**config.mk**
```make
export PLATFORM = sky130hd
export DESIGN_NAME = instruction_loader
export DESIGN_NICKNAME = d
export VERILOG_FILES = /design/src/rtl/instruction_loader.sv
export SDC_FILE = /design/constraint.sdc
export NUM_CORES = 1
export LEC_CHECK = 0
export CAP_MARGIN = 20
export CELL_PAD_IN_SITES_DETAIL_PLACEMENT = 1
export CELL_PAD_IN_SITES_GLOBAL_PLACEMENT = 2
export CORE_ASPECT_RATIO = 0.75
export CORE_MARGIN = 5
export CORE_UTILIZATION = 32
export CTS_CLUSTER_SIZE = 28
export DETAILED_ROUTE_END_ITERATION = 8
export HOLD_SLACK_MARGIN = 0.1
export PLACE_DENSITY = 0.86
export SLEW_MARGIN = 20
export SYNTH_ARGS = -nofsm -noshare
export SYNTH_HDL_FRONTEND = slang
export SYNTH_SLANG_ARGS = --single-unit
```
**constraint.sdc**
```tcl
create_clock -name clk -period 2.9 [get_ports clk]
set_input_delay 0.58 -clock clk [delete_from_list [all_inputs] [get_ports clk]]
set_output_delay 0.58 -clock clk [all_outputs]
set_load 0.1 [all_outputs]
```
**src/rtl/instruction_loader.sv**
```systemverilog
// instruction_loader
// Writer side of the instruction memory. Collects a byte stream over a
// valid/ready handshake, packs every four bytes little-endian into a 32-bit
// word and issues one write strobe per word at sequential byte addresses
// (word index = address >> 2). CPU fetch stays gated off until the whole
// program image has been written.
//
// Ports:
//   clk, reset_n             clock (rising edge), async active-low reset
//   start, num_words         load request and its word count (latched on accept)
//   byte_in, byte_valid      stream source
//   byte_ready               loader takes byte_in this cycle when byte_valid is high
//   mem_wr_en/addr/data      one-cycle write port to instruction memory
//   busy, done, error        load status; error is sticky until the next accepted start
//   fetch_enable             high only once a complete image is in memory
module instruction_loader #(
  parameter int DEPTH     = 10,
  parameter int BASE_ADDR = 0
) (
  input  logic        clk,
  input  logic        reset_n,
  input  logic        start,
  input  logic [7:0]  num_words,
  input  logic [7:0]  byte_in,
  input  logic        byte_valid,
  output logic        byte_ready,
  output logic        mem_wr_en,
  output logic [31:0] mem_wr_addr,
  output logic [31:0] mem_wr_data,
  output logic        busy,
  output logic        done,
  output logic        error,
  output logic        fetch_enable
);

  typedef enum logic [1:0] {S_IDLE, S_LOAD, S_WRITE, S_DONE} state_e;

  localparam logic [8:0]  DEPTH_W = 9'(DEPTH);
  localparam logic [31:0] BASE_W  = 32'(BASE_ADDR);

  state_e      state_q, state_d;
  logic [7:0]  num_words_q, num_words_d;
  logic [7:0]  word_idx_q, word_idx_d;
  logic [1:0]  byte_idx_q, byte_idx_d;
  logic [31:0] word_q, word_d;
  logic        error_q, error_d;

  logic        byte_ready_q, byte_ready_d;
  logic        busy_q, busy_d;
  logic        done_q, done_d;
  logic        fetch_q, fetch_d;
  logic        wr_en_q, wr_en_d;
  logic [31:0] wr_addr_q, wr_addr_d;
  logic [31:0] wr_data_q, wr_data_d;

  logic        start_legal_s;
  logic        transfer_s;

  assign start_legal_s = (num_words != 8'd0) && ({1'b0, num_words} <= DEPTH_W);
  // byte_ready_q is high exactly while in LOAD, so this is the accepted-byte strobe
  assign transfer_s    = byte_valid & byte_ready_q;

  // Next-state and datapath update for the load sequence
  always_comb begin
    state_d     = state_q;
    num_words_d = num_words_q;
    word_idx_d  = word_idx_q;
    byte_idx_d  = byte_idx_q;
    word_d      = word_q;
    error_d     = error_q;
    case (state_q)
      S_IDLE, S_DONE: begin
        if (start) begin
          if (start_legal_s) begin
            state_d     = S_LOAD;
            num_words_d = num_words;
            word_idx_d  = 8'd0;
            byte_idx_d  = 2'd0;
            error_d     = 1'b0;
          end else begin
            // DONE keeps done/fetch_enable asserted on a rejected start
            error_d = 1'b1;
          end
        end else begin
          state_d = state_q;
        end
      end
      S_LOAD: begin
        if (transfer_s) begin
          word_d[{byte_idx_q, 3'b000} +: 8] = byte_in;
          // 2-bit counter wraps to 0 after the fourth byte
          byte_idx_d = byte_idx_q + 2'd1;
          if (byte_idx_q == 2'd3) begin
            state_d = S_WRITE;
          end else begin
            state_d = S_LOAD;
          end
        end else begin
          state_d = S_LOAD;
        end
      end
      S_WRITE: begin
        word_idx_d = word_idx_q + 8'd1;
        if (word_idx_d == num_words_q) begin
          state_d = S_DONE;
        end else begin
          state_d = S_LOAD;
        end
      end
      default: begin
        state_d = S_IDLE;
      end
    endcase
  end

  // Output values derived from the upcoming state so every output is a flop
  always_comb begin
    byte_ready_d = (state_d == S_LOAD);
    busy_d       = (state_d == S_LOAD) || (state_d == S_WRITE);
    done_d       = (state_d == S_DONE);
    fetch_d      = (state_d == S_DONE);
    wr_en_d      = (state_d == S_WRITE);
    if (wr_en_d) begin
      wr_addr_d = BASE_W + {22'd0, word_idx_d, 2'b00};
      wr_data_d = word_d;
    end else begin
      wr_addr_d = 32'd0;
      wr_data_d = 32'd0;
    end
  end

  // State, datapath and output registers
  always_ff @(posedge clk or negedge reset_n) begin
    if (!reset_n) begin
      state_q      <= S_IDLE;
      num_words_q  <= 8'd0;
      word_idx_q   <= 8'd0;
      byte_idx_q   <= 2'd0;
      word_q       <= 32'd0;
      error_q      <= 1'b0;
      byte_ready_q <= 1'b0;
      busy_q       <= 1'b0;
      done_q       <= 1'b0;
      fetch_q      <= 1'b0;
      wr_en_q      <= 1'b0;
      wr_addr_q    <= 32'd0;
      wr_data_q    <= 32'd0;
    end else begin
      state_q      <= state_d;
      num_words_q  <= num_words_d;
      word_idx_q   <= word_idx_d;
      byte_idx_q   <= byte_idx_d;
      word_q       <= word_d;
      error_q      <= error_d;
      byte_ready_q <= byte_ready_d;
      busy_q       <= busy_d;
      done_q       <= done_d;
      fetch_q      <= fetch_d;
      wr_en_q      <= wr_en_d;
      wr_addr_q    <= wr_addr_d;
      wr_data_q    <= wr_data_d;
    end
  end

  assign byte_ready   = byte_ready_q;
  assign busy         = busy_q;
  assign done         = done_q;
  assign fetch_enable = fetch_q;
  assign error        = error_q;
  assign mem_wr_en    = wr_en_q;
  assign mem_wr_addr  = wr_addr_q;
  assign mem_wr_data  = wr_data_q;

endmodule
```
[Word level (Yosys, flattened, before mapping)]
Cells that the tools add are included.
Cells by class
  add/sub/neg operators: 3
  magnitude comparators: 1
  equality and inequality tests: 11
  shift operators: 2
  mux-type cells: 19
  bitwise operators: 1
  reduce and logical (&&, ||, !) cells: 9
Operator list (count)
  $mux 32: 3
  $bwmux 32: 1
  $shift 8x7->32 const A: 1
  $shiftx 8x7->32: 1
  $mux 2: 8
  $mux 8: 2
  $pmux 8 s2: 1
  $eq 2x2->1 const B: 5
  $mux 10: 1
  $add 8x1->8 const B: 1
  $eq 8x8->1: 1
  $le 8x4->1 const B: 1
  $reduce_bool 8->1: 1
  $neg 5->7: 1
  $ne 2x2->1 const B: 3
  $pmux 2 s3: 1
  $eq 2x1->1 const B: 2
  $pmux 2 s2: 1
  $reduce_and 4->1: 1
  $reduce_and 3->1: 1
  $add 2x1->2 const B: 1
  $logic_not 2->1: 1
  $reduce_and 2->1: 1
  $reduce_bool 2->1: 1
  5 further kinds: 5
Storage, ports and cells
  register bits after elaboration: 121
  input bits: 20
  output and inout port bits: 70
  word-level logic and storage cells: 58

[Logic depth before layout (Yosys ltp)]
Gate-level depths: netlist of run 1.
  depth in word-level cells: 7
  mapped depth: 10
  gate-level depth less buffers: 8

[Least setup slack after synthesis of run 1]
No wires, ideal clock.
  path type: register -> register
  from: register byte_ready_q, in the netlist byte_ready
  to: register wr_addr_q[7], in the netlist mem_wr_addr[7]
  setup time: 84 ps
  data arrival time: 2396 ps
  data required time: 2816 ps
  setup slack: 420 ps
  cell stages (with the launch flop): 8
  path buffers: 1
  clock period less this slack: 2480 ps
  cell sequence: dfrtp_1 > nand4_1 > nor2_1 > a31o_2 > a31o_1 > ha_1 > clkbuf_1 > a21boi_0
Between the ends
  word-level cells in the longest chain between the ends: 5
Ends and longest elaborated chain
  start: declaration: RTL line 48  | logic byte_ready_q, byte_ready_d;
  start signal: assignment: RTL line 155  | byte_ready_q <= byte_ready_d;
  $and 1x1->1: RTL line 61  | assign transfer_s = byte_valid & byte_ready_q;
  $mux 2: RTL line 89  | if (transfer_s) begin
  $pmux 2 s3: RTL line 71  | case (state_q)
  named net state_d[1]: RTL line 41  | state_e state_q, state_d;
  $eq 2x2->1: RTL line 122  | wr_en_d = (state_d == S_WRITE);
  $mux 10: RTL line 123  | if (wr_en_d) begin
  named net wr_addr_d[7]: RTL line 53  | logic [31:0] wr_addr_q, wr_addr_d;
  end signal: assignment: RTL line 160  | wr_addr_q <= wr_addr_d;
  end: declaration: RTL line 53
The timed path passes the listed nets, and every way through them passes these cells.
A chain may end at the register's enable or synchronous reset.

[Worst setup path after layout of run 1]
  from: register word_idx_q[0]
  to: register wr_data_q[17], in the netlist mem_wr_data[17]
Between the ends
  word-level cells in the longest chain between the ends: 6
Ends and longest elaborated chain
  start: declaration: RTL line 43  | logic [7:0] word_idx_q, word_idx_d;
  start signal: assignment: RTL line 151  | word_idx_q <= word_idx_d;
  $add 8x1->8: RTL line 103  | word_idx_d = word_idx_q + 8'd1;
  $eq 8x8->1: RTL line 104  | if (word_idx_d == num_words_q) begin
  $mux 2: RTL line 104
  $pmux 2 s3: RTL line 71
  named net state_d[1]: RTL line 41
  $eq 2x2->1: RTL line 122
  $mux 32: RTL line 123
  named net wr_data_d[17]: RTL line 54  | logic [31:0] wr_data_q, wr_data_d;
  end signal: assignment: RTL line 161  | wr_data_q <= wr_data_d;
  end: declaration: RTL line 54
The timed path passes the listed nets, and every way through them passes these cells.

==> results of run 1 <==
## worst max-delay path, stage by stage (launching register included)
cell	delay (ns)
dfrtp_1	0.51
ha_1	0.30
nand3_1	0.17
or2_2	0.38
xnor2_1	0.14
nor2_1	0.17
a31o_1	0.23
ha_1	0.20
buf_4	0.27
and2_1	0.18
## kinds of logic (layout without fill, tap and decap cells)
logic type,after synthesis,after routing,share of synthesized area (%)
compound gates,56,56,8.12
xor+xnor,12,12,2.49
fa+ha+maj,12,12,3.55
buf+inv,50,101,7.08
flops,97,97,57.5
mux,7,7,1.84
other cells,1,24,0.0888
simple gates,162,162,19.4
## report_power, final
part	switching [uW]	total, uW	internal, uW
combinational	944	1300	359
clock	538	1130	597
sequential	132	1730	1600
## Yosys cell counts, drive strengths merged (8+ instances only)
library cell	count	area, sq um
ha	12	150
and2	36	225
inv	12	45.1
nand3	15	87.6
buf	32	231
dfrtp	97	2430
nand2	80	300
o21ai	31	155
xnor2	8	70.1
nor3	8	45.0
a21boi	8	60.1
## sequential cells by signal, summed over array words and instances, names as in the netlist
signal / cells
mem_wr_data: 32
fetch_enable: 1
mem_wr_en: 1
error: 1
num_words_q: 8
word_q: 32
byte_ready: 1
word_idx_q: 8
byte_idx_q: 2
mem_wr_addr: 8
state_q: 2
busy: 1
## layer usage
layer  track usage, %  vias up  wire length [um]
met5                0        -                 0
met4             4.61        0               142
met3             3.39       13               477
met2             20.5       79              4590
met1             18.7     1404              4930
li1                 -     1401                 -
## worst paths after layout
check / to / start / slack, ns / cells after the start
worst min register to register: word_q[25] / word_q[25] / 0.46 / 2
max in group asynchronous: mem_wr_data[5] / reset_n / 2.17 / 2
worst max register to register: mem_wr_data[17] / word_idx_q[0] / 0.27 / 9
worst max-delay path: mem_wr_data[17] / word_idx_q[0] / 0.27 / 9
min in group clk: word_q[25] / word_q[25] / 0.46 / 2
worst min-delay path: word_idx_q[7] / reset_n / 0.13 / 1
## final cells by class
| class | instances | area share [%] |
|---|---|---|
| clock buffer | 9 | 4.36 |
| clock inverter | 7 | 1.19 |
| inverter | 12 | 0.873 |
| multi-input combinational | 273 | 30.7 |
| sequential | 97 | 47.0 |
| tap | 171 | 4.14 |
| timing repair buffer | 73 | 11.7 |
## through the flow
step                      power (uW)  cells  utilization [%]  hold WS, ns  setup WS, ns
after floorplan                 2720    420                -        0.284         0.420
after global placement          3000    626             37.6        0.446         0.163
after detailed placement        3070    626             37.6        0.452       -0.0138
after CTS                       4220    642             39.8        0.131         0.238
after global routing            4440    642             39.8        0.144        0.0214
final                           4160    642             39.8        0.125         0.274
==> impl_metrics.tcl, run 1 <==
set metrics [dict create \
    status "completed" \
    grt.overflow.total 0 \
    number_of_antenna_violations_at_the_first_check_in_global_routing 0 \
    dpl-instance-area_sq_um 4880 \
    route.detailed.vias_per_inst 4.51 \
    post-route-drc-count 0 \
    wl_per_cell_um 15.8 \
    finalSetupTns_ns 0 \
    die_width_um 143 \
    setup_repair_after_global_routing_missed_its_margin "false" \
    post_synth_num_cell_types 46 \
    synth-async-reset-ratio_pct 100 \
    core-area_sq_um 13000 \
    final.min_clock_period_ns 2.63 \
    final_cell_mix "dfrtp_1, nand2_1, buf_4" \
    final_cell_area_sq_um 5160 \
    gp_congestion 0.809 \
    synth-seq-area-share_pct 57.5 \
    routed_wirelength_um 10100 \
    grt_pass1_wl_um 16300 \
    multi_input_area_sq_um 1580 \
    worst-endpoint-arrival_ns 2.90 \
    route.vias.total 2897 \
    die_y_um 110 \
    power_per_cell_area_nw_per_um2 807 \
    crit_path_end_kind "register" \
    post_synth.cell_area_avg_sq_um 10.6 \
    timing.slew.headroom_pct 65.9 \
    clock_insertion_delay_worst_skew_ns 0.34 \
    final_common_cell "dfrtp_1" \
    cts_tree "yes" \
    worstSetupPathType "reg2reg" \
    finClkSkew_ns 0.00838 \
    grt_pass1_vias 3142 \
    syn-cell-area_sq_um 4220 \
    cts_repair_resize_count 0 \
    filler_cell_count 1466 \
    power.ir.vdd_worst_v 0.000444 \
    p_leak_uw 0.00253 \
    post_cts_hold_buffer_count 0 \
    die-area_sq_um 15600 \
    fmaxAchievable_mhz 381 \
    num-nets-final 498 \
    final_antenna_net_count 0 \
    cp.required_ns 3.17 \
    number_of_h_tree_levels 3 \
    initial_utilization_pct 32.6 \
    clock_path_buffers 2 \
    cap_viol_max_count 0 \
    pin_count_of_the_biggest_net_entering_global_routing 54 \
    final-setup-viol-count 0 \
    post_cts_buffers 0 \
    synth-warning-count 0 \
    critical_path.max_fanout 31 \
    maxSlewViolCount 0 \
    number_of_clock_buffers_inserted_by_tritoncts 9 \
    synth-seq-cells 97 \
    clock-root-buffer "clkbuf_16" \
    cts.clk_slew.worst_paths_ns 0.07 \
    hold_path_class "in2async" \
    critical_path.startpoint_type "register" \
    dr.pass1.iters 4 \
    ios 90 \
    drtIter0Drc 139 \
    syn2layout_area_growth_pct 22.2 \
    clkSinkCount 97 \
    tightest_pin_transition_ns 0.510 \
    grt.total_usage_pct 13.5 \
    dpl.hpwl_um 7360 \
    finalCritPeriodShare_pct 90.6 \
    synthFlopType "dfrtp_1" \
    std_cell_rows 36 \
    mapped_cells 397 \
    hold_violations 0 \
    insertedDiodeCount 0 \
    portBuffers 65 \
    edff_count_synth 0 \
    layout-drive-gt1-share_pct 18.5 \
    layout.area.seq_sq_um 2430 \
]
Power figures use the tool's default switching activity.
==> run 2: changes to the inputs <==
--- a/config.mk
+++ b/config.mk
@@ -5,7 +5,7 @@
 export SDC_FILE = /design/constraint.sdc
 export NUM_CORES = 1
 export LEC_CHECK = 0
-export CAP_MARGIN = 20
+export CAP_MARGIN = 10
 export CELL_PAD_IN_SITES_DETAIL_PLACEMENT = 1
 export CELL_PAD_IN_SITES_GLOBAL_PLACEMENT = 2
 export CORE_ASPECT_RATIO = 0.75
==> constraint.sdc (replaced) <==
create_clock -name clk -period 2.65 [get_ports clk]
set_input_delay 0.53 -clock clk [delete_from_list [all_inputs] [get_ports clk]]
set_output_delay 0.53 -clock clk [all_outputs]
set_load 0.1 [all_outputs]
==> run 2 against run 1 <==
  * Non-clock buffer count is 10 higher
  * Utilization is 0.78 points higher
  * Final cell count is 1.6% higher
  * Global-route usage is 0.084 points higher
  * Critical path depth stayed put
  * Worst setup slack worse by 0.050 ns
  * Design area is 2.0% higher
  * Wire length is 0.82% higher
  * Combinational power is 14% higher
  * Largest power group unchanged
==> impl_metrics.tcl, run 2 (same netlist as run 1, synthesis figures left out) <==
set metrics [dict create \
    die_width_um 143 \
    setup_repair_after_global_routing_missed_its_margin "false" \
    cp_delay_by_family_top "buffers and inverters" \
    fin_total_pwr_uw 4700 \
    pin_count_of_the_biggest_net_entering_global_routing 49 \
    reg_power_share_pct 39.9 \
    std_cell_rows 36 \
    finClkSkew_ns 0.00502 \
    crit_chain "clkdlybuf4s50_1, nand2b_1, nor4_2, nand3_1, a31o_2, a31o_1, ha_1, buf_4, and2_1" \
    final_antenna_net_count 0 \
    maxSlewViolCount 0 \
    post-route-drc-count 0 \
    hold_path_class "in2async" \
    cts.clk_slew.worst_paths_ns 0.07 \
    critical_path.max_fanout 28 \
    number_of_antenna_violations_at_the_first_check_in_global_routing 0 \
    die_y_um 110 \
    number_of_buffer_and_inverter_stages_on_the_critical_path 2 \
    power_per_cell_area_nw_per_um2 894 \
    portBuffers 65 \
    p_leak_uw 0.00260 \
    dr.pass1.iters 4 \
    routed_wirelength_um 10200 \
    layout.area.seq_sq_um 2430 \
    insertedDiodeCount 0 \
    number_of_clock_buffers_inserted_by_tritoncts 9 \
    route.vias.total 2970 \
    finalCritPeriodShare_pct 91.5 \
    num-nets-final 508 \
    wl_per_cell_um 15.7 \
    final_common_cell "dfrtp_1" \
    syn2layout_area_growth_pct 24.6 \
    ios 90 \
    status "completed" \
    initial_utilization_pct 32.6 \
    die-area_sq_um 15600 \
    drtIter0Drc 128 \
    power.share.combinational_pct 31.4 \
    grt.overflow.total 0 \
    fmaxAchievable_mhz 412 \
    clkSinkCount 97 \
    finalCoreUtilization_pct 40.6 \
    timing.slew.headroom_pct 58.0 \
    multi_input_area_sq_um 1580 \
    clock_power_share_pct 28.7 \
    cp.required_ns 2.88 \
    clock_path_buffers 2 \
    clock_insertion_delay_worst_skew_ns 0.34 \
    power.internal_uw 2920 \
    worstSetupPathType "in2reg" \
    critical_path.startpoint_type "input port" \
    post-place-ws_ns -0.167 \
    post_cts_buffers 0 \
    final_cell_mix "dfrtp_1, nand2_1, buf_4" \
    grt.total_usage_pct 13.5 \
    final.min_clock_period_ns 2.43 \
    total_switching_power_uw 1790 \
    core-area_sq_um 13000 \
    final_cell_area_sq_um 5260 \
    slowest_stage "clkdlybuf4s50_1" \
    clock-root-buffer "clkbuf_16" \
    tightest_pin_transition_ns 0.631 \
    cts_tree "yes" \
    dpl.hpwl_um 7510 \
    grt_pass1_vias 3068 \
    crit_path_end_kind "register" \
    grt_pass1_wl_um 16400 \
    finalSetupTns_ns 0 \
    gp_congestion 0.778 \
    final-setup-viol-count 0 \
    hold_violations 0 \
    filler_cell_count 1465 \
    postLayoutSetupSlackWorst_ns 0.224 \
    number_of_h_tree_levels 3 \
    cts_repair_resize_count 0 \
    max_stage_delay_ns 0.48 \
    netSwitchingFraction_pct 38.0 \
    worst-endpoint-arrival_ns 2.66 \
    route.detailed.vias_per_inst 4.56 \
    dpl-instance-area_sq_um 4950 \
    layout-drive-gt1-share_pct 20.2 \
    post_cts_hold_buffer_count 0 \
    power.ir.vdd_worst_v 0.000426 \
    cap_viol_max_count 0 \
]
==> run 2: changes by cell type in the layout (fill, tap and decap cells not counted), sizes merged <==
| cell | previous run | this run |
|---|---|---|
| clkinv | 2 | 4 |
| bufinv | 0 | 1 |
| clkinvlp | 2 | 0 |
| buf | 55 | 65 |
| inv | 15 | 14 |
==> run 2: worst paths after layout <==
| path | start | end | slack, ns | cells past startpoint |
|---|---|---|---|---|
| worst min-delay path | reset_n | num_words_q[5] | 0.19 | 1 |
| worst max register to register | word_idx_q[1] | mem_wr_data[3] | 0.30 | 9 |
| worst min register to register | word_q[29] | word_q[29] | 0.47 | 2 |
| worst max-delay path | start | mem_wr_data[3] | 0.22 | 9 |
| max in group asynchronous | reset_n | word_idx_q[6] | 1.81 | 2 |
| min in group clk | word_q[29] | word_q[29] | 0.47 | 2 |
==> run 2: power groups by stage <==
stage / registers [uW] / logic, uW / clock network [uW]
6_report: 1880 / 1480 / 1350
5_1_grt: 1900 / 1630 / 1440
4_1_cts: 1880 / 1480 / 1380
3_5_place_dp: 1900 / 1480 / 0
3_3_place_gp: 1890 / 1430 / 0
2_1_floorplan: 2050 / 928 / 0
==> run 2: cell type report <==
type	count	share of cell area, %
multi-input cells	273	30.1
flip-flops and latches	97	46.1
repair buffers	83	12.9
well taps	171	4.06
clock inverters	7	1.66
inverters	12	0.856
clock buffers	9	4.28
==> run 2: per-stage QoR <==
stage | hold slack (ns) | std cells
2_1_floorplan | 0.234 | 420
3_3_place_gp | 0.449 | 636
3_5_place_dp | 0.455 | 636
4_1_cts | 0.211 | 652
5_1_grt | 0.239 | 652
6_report | 0.191 | 652
==> run 2: per-layer routing <==
metal	global-route usage, %	share of wire [%]	vias to the layer above	wire length (um)
li1	-	-	1430	-
met1	19.4	49	1461	5050
met2	20.6	45	67	4650
met3	3.04	3.9	12	396
met4	4.07	1.2	0	125
met5	0	0	-	0
